[config.mk]
export PLATFORM = sky130hd
export DESIGN_NAME = axis_skid_buffer
export DESIGN_NICKNAME = d
export VERILOG_FILES = /design/src/rtl/axis_skid_buffer.sv
export SDC_FILE = /design/constraint.sdc
export NUM_CORES = 1
export LEC_CHECK = 0
export BUFFER_PORTS_ARGS = -buffer_cell sky130_fd_sc_hd__buf_2
export CORE_ASPECT_RATIO = 1.75
export CORE_MARGIN = 3
export CORE_UTILIZATION = 54
export CTS_CLUSTER_DIAMETER = 200
export CTS_CLUSTER_SIZE = 40
export DETAILED_ROUTE_END_ITERATION = 6
export HOLD_SLACK_MARGIN = 0.03
export PLACE_DENSITY = 0.85
export SYNTH_ARGS = -nofsm -noshare
export SYNTH_HDL_FRONTEND = slang
export SYNTH_SLANG_ARGS = --single-unit
export TNS_END_PERCENT = 5
[constraint.sdc]
create_clock -name clk_i -period 2.21 [get_ports clk_i]
set_input_delay 0 -clock clk_i [delete_from_list [all_inputs] [get_ports clk_i]]
set_output_delay 0 -clock clk_i [all_outputs]
set_load 0.03 [all_outputs]
[src/rtl/axis_skid_buffer.sv]
// axis_skid_buffer: full-throughput AXI4-Stream register slice (2-entry skid buffer).
// Every output is driven from a flop, so m_axis_tready never reaches s_axis_tready
// within a cycle. The block also counts output beats and packets for status readout.
module axis_skid_buffer #(
    parameter int AXIS_DATA_WIDTH = 64,
    parameter int CNT_WIDTH       = 32
) (
    input  logic                         clk_i,
    input  logic                         arst_n_i,
    input  logic                         s_axis_tvalid,
    input  logic [AXIS_DATA_WIDTH-1:0]   s_axis_tdata,
    input  logic [AXIS_DATA_WIDTH/8-1:0] s_axis_tstrb,
    input  logic                         s_axis_tlast,
    output logic                         s_axis_tready,
    output logic                         m_axis_tvalid,
    output logic [AXIS_DATA_WIDTH-1:0]   m_axis_tdata,
    output logic [AXIS_DATA_WIDTH/8-1:0] m_axis_tstrb,
    output logic                         m_axis_tlast,
    input  logic                         m_axis_tready,
    input  logic                         cnt_clr_i,
    output logic [CNT_WIDTH-1:0]         beat_cnt_o,
    output logic [CNT_WIDTH-1:0]         pkt_cnt_o
);

    localparam int SW = AXIS_DATA_WIDTH / 8;

    // Encoding is {main_v, skid_v}; the (0,1) combination is unreachable.
    typedef enum logic [1:0] {
        ST_EMPTY = 2'b00,
        ST_BUSY  = 2'b10,
        ST_FULL  = 2'b11
    } state_t;

    state_t                       state_q, state_d;
    logic                         ready_q;
    logic                         in_hs, out_hs;
    logic                         load_main_s, load_main_skid, load_skid;

    logic [AXIS_DATA_WIDTH-1:0]   main_data_q, skid_data_q;
    logic [SW-1:0]                main_strb_q, skid_strb_q;
    logic                         main_last_q, skid_last_q;
    logic [CNT_WIDTH-1:0]         beat_cnt_q, pkt_cnt_q;

    assign in_hs  = s_axis_tvalid & ready_q;
    assign out_hs = state_q[1] & m_axis_tready;

    // State register plus the registered upstream ready (low while in reset).
    // NOTE: sequential state uses non-blocking assignments so every flop samples pre-edge values.
    always_ff @(posedge clk_i or negedge arst_n_i) begin
        if (!arst_n_i) begin
            state_q <= ST_EMPTY;
            ready_q <= 1'b0;
        end else begin
            state_q <= state_d;
            ready_q <= (state_d != ST_FULL);
        end
    end

    // Next-state and load-enable decode from the two handshakes.
    // NOTE: every output gets a default first so no latch is inferred on unlisted paths.
    always_comb begin
        state_d        = state_q;
        load_main_s    = 1'b0;
        load_main_skid = 1'b0;
        load_skid      = 1'b0;
        case (state_q)
            ST_EMPTY: begin
                if (in_hs) begin
                    load_main_s = 1'b1;
                    state_d     = ST_BUSY;
                end
            end
            ST_BUSY: begin
                if (in_hs && out_hs) begin
                    load_main_s = 1'b1;
                end else if (in_hs) begin
                    load_skid = 1'b1;
                    state_d   = ST_FULL;
                end else if (out_hs) begin
                    state_d = ST_EMPTY;
                end
            end
            ST_FULL: begin
                if (out_hs) begin
                    load_main_skid = 1'b1;
                    state_d        = ST_BUSY;
                end
            end
            default: state_d = ST_EMPTY;
        endcase
    end

    // Payload registers; data, strobes and last always move together.
    // NOTE: payload flops are reset too, so m_axis_* reads as zero during and after reset.
    always_ff @(posedge clk_i or negedge arst_n_i) begin
        if (!arst_n_i) begin
            main_data_q <= '0;
            main_strb_q <= '0;
            main_last_q <= 1'b0;
            skid_data_q <= '0;
            skid_strb_q <= '0;
            skid_last_q <= 1'b0;
        end else begin
            if (load_main_s) begin
                main_data_q <= s_axis_tdata;
                main_strb_q <= s_axis_tstrb;
                main_last_q <= s_axis_tlast;
            end else if (load_main_skid) begin
                main_data_q <= skid_data_q;
                main_strb_q <= skid_strb_q;
                main_last_q <= skid_last_q;
            end
            if (load_skid) begin
                skid_data_q <= s_axis_tdata;
                skid_strb_q <= s_axis_tstrb;
                skid_last_q <= s_axis_tlast;
            end
        end
    end

    // Beat and packet counters; they wrap, and a clear beats a same-cycle handshake.
    always_ff @(posedge clk_i or negedge arst_n_i) begin
        if (!arst_n_i) begin
            beat_cnt_q <= '0;
            pkt_cnt_q  <= '0;
        end else if (cnt_clr_i) begin
            beat_cnt_q <= '0;
            pkt_cnt_q  <= '0;
        end else if (out_hs) begin
            beat_cnt_q <= beat_cnt_q + 1'b1;
            if (main_last_q) begin
                pkt_cnt_q <= pkt_cnt_q + 1'b1;
            end
        end
    end

    assign s_axis_tready = ready_q;
    assign m_axis_tvalid = state_q[1];
    assign m_axis_tdata  = main_data_q;
    assign m_axis_tstrb  = main_strb_q;
    assign m_axis_tlast  = main_last_q;
    assign beat_cnt_o    = beat_cnt_q;
    assign pkt_cnt_o     = pkt_cnt_q;

endmodule
==> flow_metrics.env <==
export IMPL_rows=62
export IMPL_crit_type="register to register"
export IMPL_area_growth_pct=26.8
export IMPL_cp_data_required_time_ns=2.58
export IMPL_crit_arrival_ns=2.32
export IMPL_powerDensity_nw_per_um2=902
export IMPL_synth_fa_ha_area_frac=0.00277
export IMPL_hpwl_um=15000
export IMPL_final_cells=1315
export IMPL_syn_inst=811
export IMPL_clock_sinks=213
export IMPL_p_leak_uw=0.00569
export IMPL_clockRootBuffer="clkbuf_16"
export IMPL_die_area_um2=18400
export IMPL_mostFrequentLayoutCells="buf_2, dfrtp_1, nand2_1, dlygate4sd3_1, mux2_2"
export IMPL_cap_violations=0
export IMPL_nFillCells=1163
export IMPL_die_height_um=177
export IMPL_grt_pass1_wl_um=38700
export IMPL_grt_max_degree=74
export IMPL_cts_tree="done"
export IMPL_port_buffers=216
export IMPL_hold_class="input port to asynchronous set/reset pin"
export IMPL_r2r_end="pkt_cnt_o[28]$_DFFE_PN0P_"
export IMPL_finClkSkew_ns=0.0428
export IMPL_clk_pin_slew_ns=0.14
export IMPL_synth_mux_area_frac=0.0944
export IMPL_finalSetupViolations=0
export IMPL_cts_made_buffers=9
export IMPL_core_region_area_um2=16400
export IMPL_cp_slowest_cell="dfrtp_1"
export IMPL_syn_avg_cell_area_um2=11.2
export IMPL_critPathLaunchType="register"
export IMPL_tns_ns=0
export IMPL_antenna_found_initial=1
export IMPL_final_common_cell="buf_2"
export IMPL_max_slew_worst_pin_slew_ns=0.668
export IMPL_maxSlewHeadroom=0.554
export IMPL_grt_use_total=0.255
export IMPL_vdd_drop_max_uv=1020
export IMPL_synthXorXnorAreaFrac=0.0523
export IMPL_r2r_slack_ns=0.26
export IMPL_place_inst=1228
export IMPL_slowest_delay_ns=0.46
export IMPL_status="finished, final reports clean"
export IMPL_rsz0062_at_grt="no"
export IMPL_h_tree_depth=1
export IMPL_syn_nets=891
export IMPL_viasPerCell=5.62
export IMPL_hold_viol=0
export IMPL_fmax_mhz=514
export IMPL_synthesis_area_um2=9050
export IMPL_drv_slew=0
export IMPL_ios=217
export IMPL_r2r_cells=5
export IMPL_ys_types=35
export IMPL_routed_wl_um=23500
export IMPL_yosysWarnings=0
export IMPL_synth_compound_gate_area_share=0.0690
export IMPL_drive_gt1_frac=0.307
export IMPL_worstPathCellList="nand4_2, nor4_4, nand2_2, nor3_1, mux2_2"
export IMPL_period_share=0.881
export IMPL_grt_overflow_total=0
export IMPL_wl_per_cell_um=17.9
export IMPL_seq_area_frac_synth=0.589
export IMPL_layout_nets=1171
export IMPL_clk_path_buf_depth=3
export IMPL_die_x_um=104
export IMPL_yosysTopAreaCell="dfrtp_1"
export IMPL_synth_area_leaders="dfrtp_1, mux2_2, nand2_1"
export IMPL_dr_pass1_iters=5
export IMPL_multi_input_area_um2=3530
export IMPL_synth_top_cell_area_share=0.589
export IMPL_drc=0
export IMPL_critPathTopFamily="simple AND/OR/NAND/NOR gates"
export IMPL_synthSimpleGateAreaFrac=0.168
export IMPL_endpoint_kind="register"
export IMPL_synth_top_family_by_area="simple AND/OR/NAND/NOR gates"
export IMPL_clkLatencyLatePin_ns=0.48
export IMPL_first_iter_violations=443
export IMPL_antenna_left=0
export IMPL_ys_ff_latch=213
export IMPL_final_seq_area_um2=5330
export IMPL_min_period_ns=1.95
export IMPL_initial_core_util=0.550
export IMPL_cp_max_fo=5
export IMPL_route_vias_total=7387
export IMPL_path_buf_inv=0
export IMPL_r2r_start="pkt_cnt_o[3]$_DFFE_PN0P_"
export IMPL_place_congestion=0.871
export IMPL_grt_pass1_vias=7715
## repair_timing
action	in CTS	in global routing
resized for setup	0	0
endpoints found under the hold margin	343	0
buffers inserted	0	0
hold buffers	76	0
## how the worst max path moves through the flow
stage               depth (start not counted)                          to  slack (ns)                     start
floorplan                                   5   pkt_cnt_o[28]$_DFFE_PN0P_        0.23  pkt_cnt_o[3]$_DFFE_PN0P_
global placement                            5  beat_cnt_o[26]$_DFFE_PN0P_        0.36      state_q[1]$_DFF_PN0_
detailed placement                          5  beat_cnt_o[14]$_DFFE_PN0P_        0.29      state_q[1]$_DFF_PN0_
CTS                                         5   pkt_cnt_o[28]$_DFFE_PN0P_        0.26  pkt_cnt_o[3]$_DFFE_PN0P_
global route                                5   pkt_cnt_o[27]$_DFFE_PN0P_        0.09      state_q[1]$_DFF_PN0_
finish                                      5   pkt_cnt_o[28]$_DFFE_PN0P_        0.26  pkt_cnt_o[3]$_DFFE_PN0P_
## registers in the layout, indices dropped and copies added (netlist names)
register	cells
skid_data_q	64
pkt_cnt_o	32
s_axis_tready	1
skid_strb_q	8
state_q	2
m_axis_tdata	64
m_axis_tlast	1
skid_last_q	1
m_axis_tstrb	8
beat_cnt_o	32
## kinds of logic (layout without fill, tap and decap cells)
logic type,after synthesis,in the layout
AOI/OAI and AO/OA,88,88
xor gates and xnor gates,54,54
adders and majority gates,2,2
buffers and inverters,52,331
DFF,213,213
muxes,76,76
other,0,1
and+or+nand+nor,326,326
## per-stage QoR
step / setup slack, ns / utilization / instance area (µm²) / hold slack, ns / total power, µW
global route: 0.0922 / 0.698 / 11500 / 0.117 / 10900
floorplan: 0.230 / - / 9050 / -0.296 / 7250
CTS: 0.263 / 0.698 / 11500 / 0.0817 / 10300
global placement: 0.365 / 0.636 / 10500 / 0.0349 / 8140
detailed placement: 0.286 / 0.636 / 10500 / 0.0365 / 8280
finish: 0.264 / 0.698 / 11500 / 0.0742 / 10400
## cell type report
class	instances	share of cell area
antenna	1	0.000218
clock buffer	9	0.0196
clock inverter	1	0.00262
inverter	7	0.00229
multi-input combinational	546	0.307
sequential	213	0.465
tap	224	0.0244
timing repair buffer	314	0.179
## cells in the mapped netlist
cell type  instances
inv_1              7
and3_1             8
nor4_1             2
nor3_1             3
nand4_1           23
nand3b_1           1
or3_1              4
nand2_1          166
a21oi_1            8
ha_1               2
and4_1            11
a31oi_1            1
nor4_4             2
nor4b_1            2
buf_6              1
or2_2              1
a22oi_1           73
nand4_4            1
o21ai_0            6
nor2b_1            4
buf_4              1
clkbuf_1          18
xor2_1            42
nand2_2            1
buf_2             11
mux2_2            75
and2_1             2
dfrtp_1          213
nor2_1            66
nand3_1           25
xnor2_1           12
buf_1             14
nand4_2            3
mux2i_1            1
or4_1              1
## power by group
group / leakage, µW / internal [µW] / switching (µW)
Clock: 0.000122 / 771 / 1210
Combinational: 0.00288 / 1100 / 1860
Sequential: 0.00269 / 4830 / 574
Total: 0.00569 / 6710 / 3640
## metal layers
metal  global-route usage  wire length [µm]  vias up
li1                     -                 -     3341
met5                    0                 0        -
met2                0.464             12600      302
met3               0.0365              1410       68
met4                0.109               877        0
met1                0.301              8710     3676
Power figures use the tool's default switching activity.
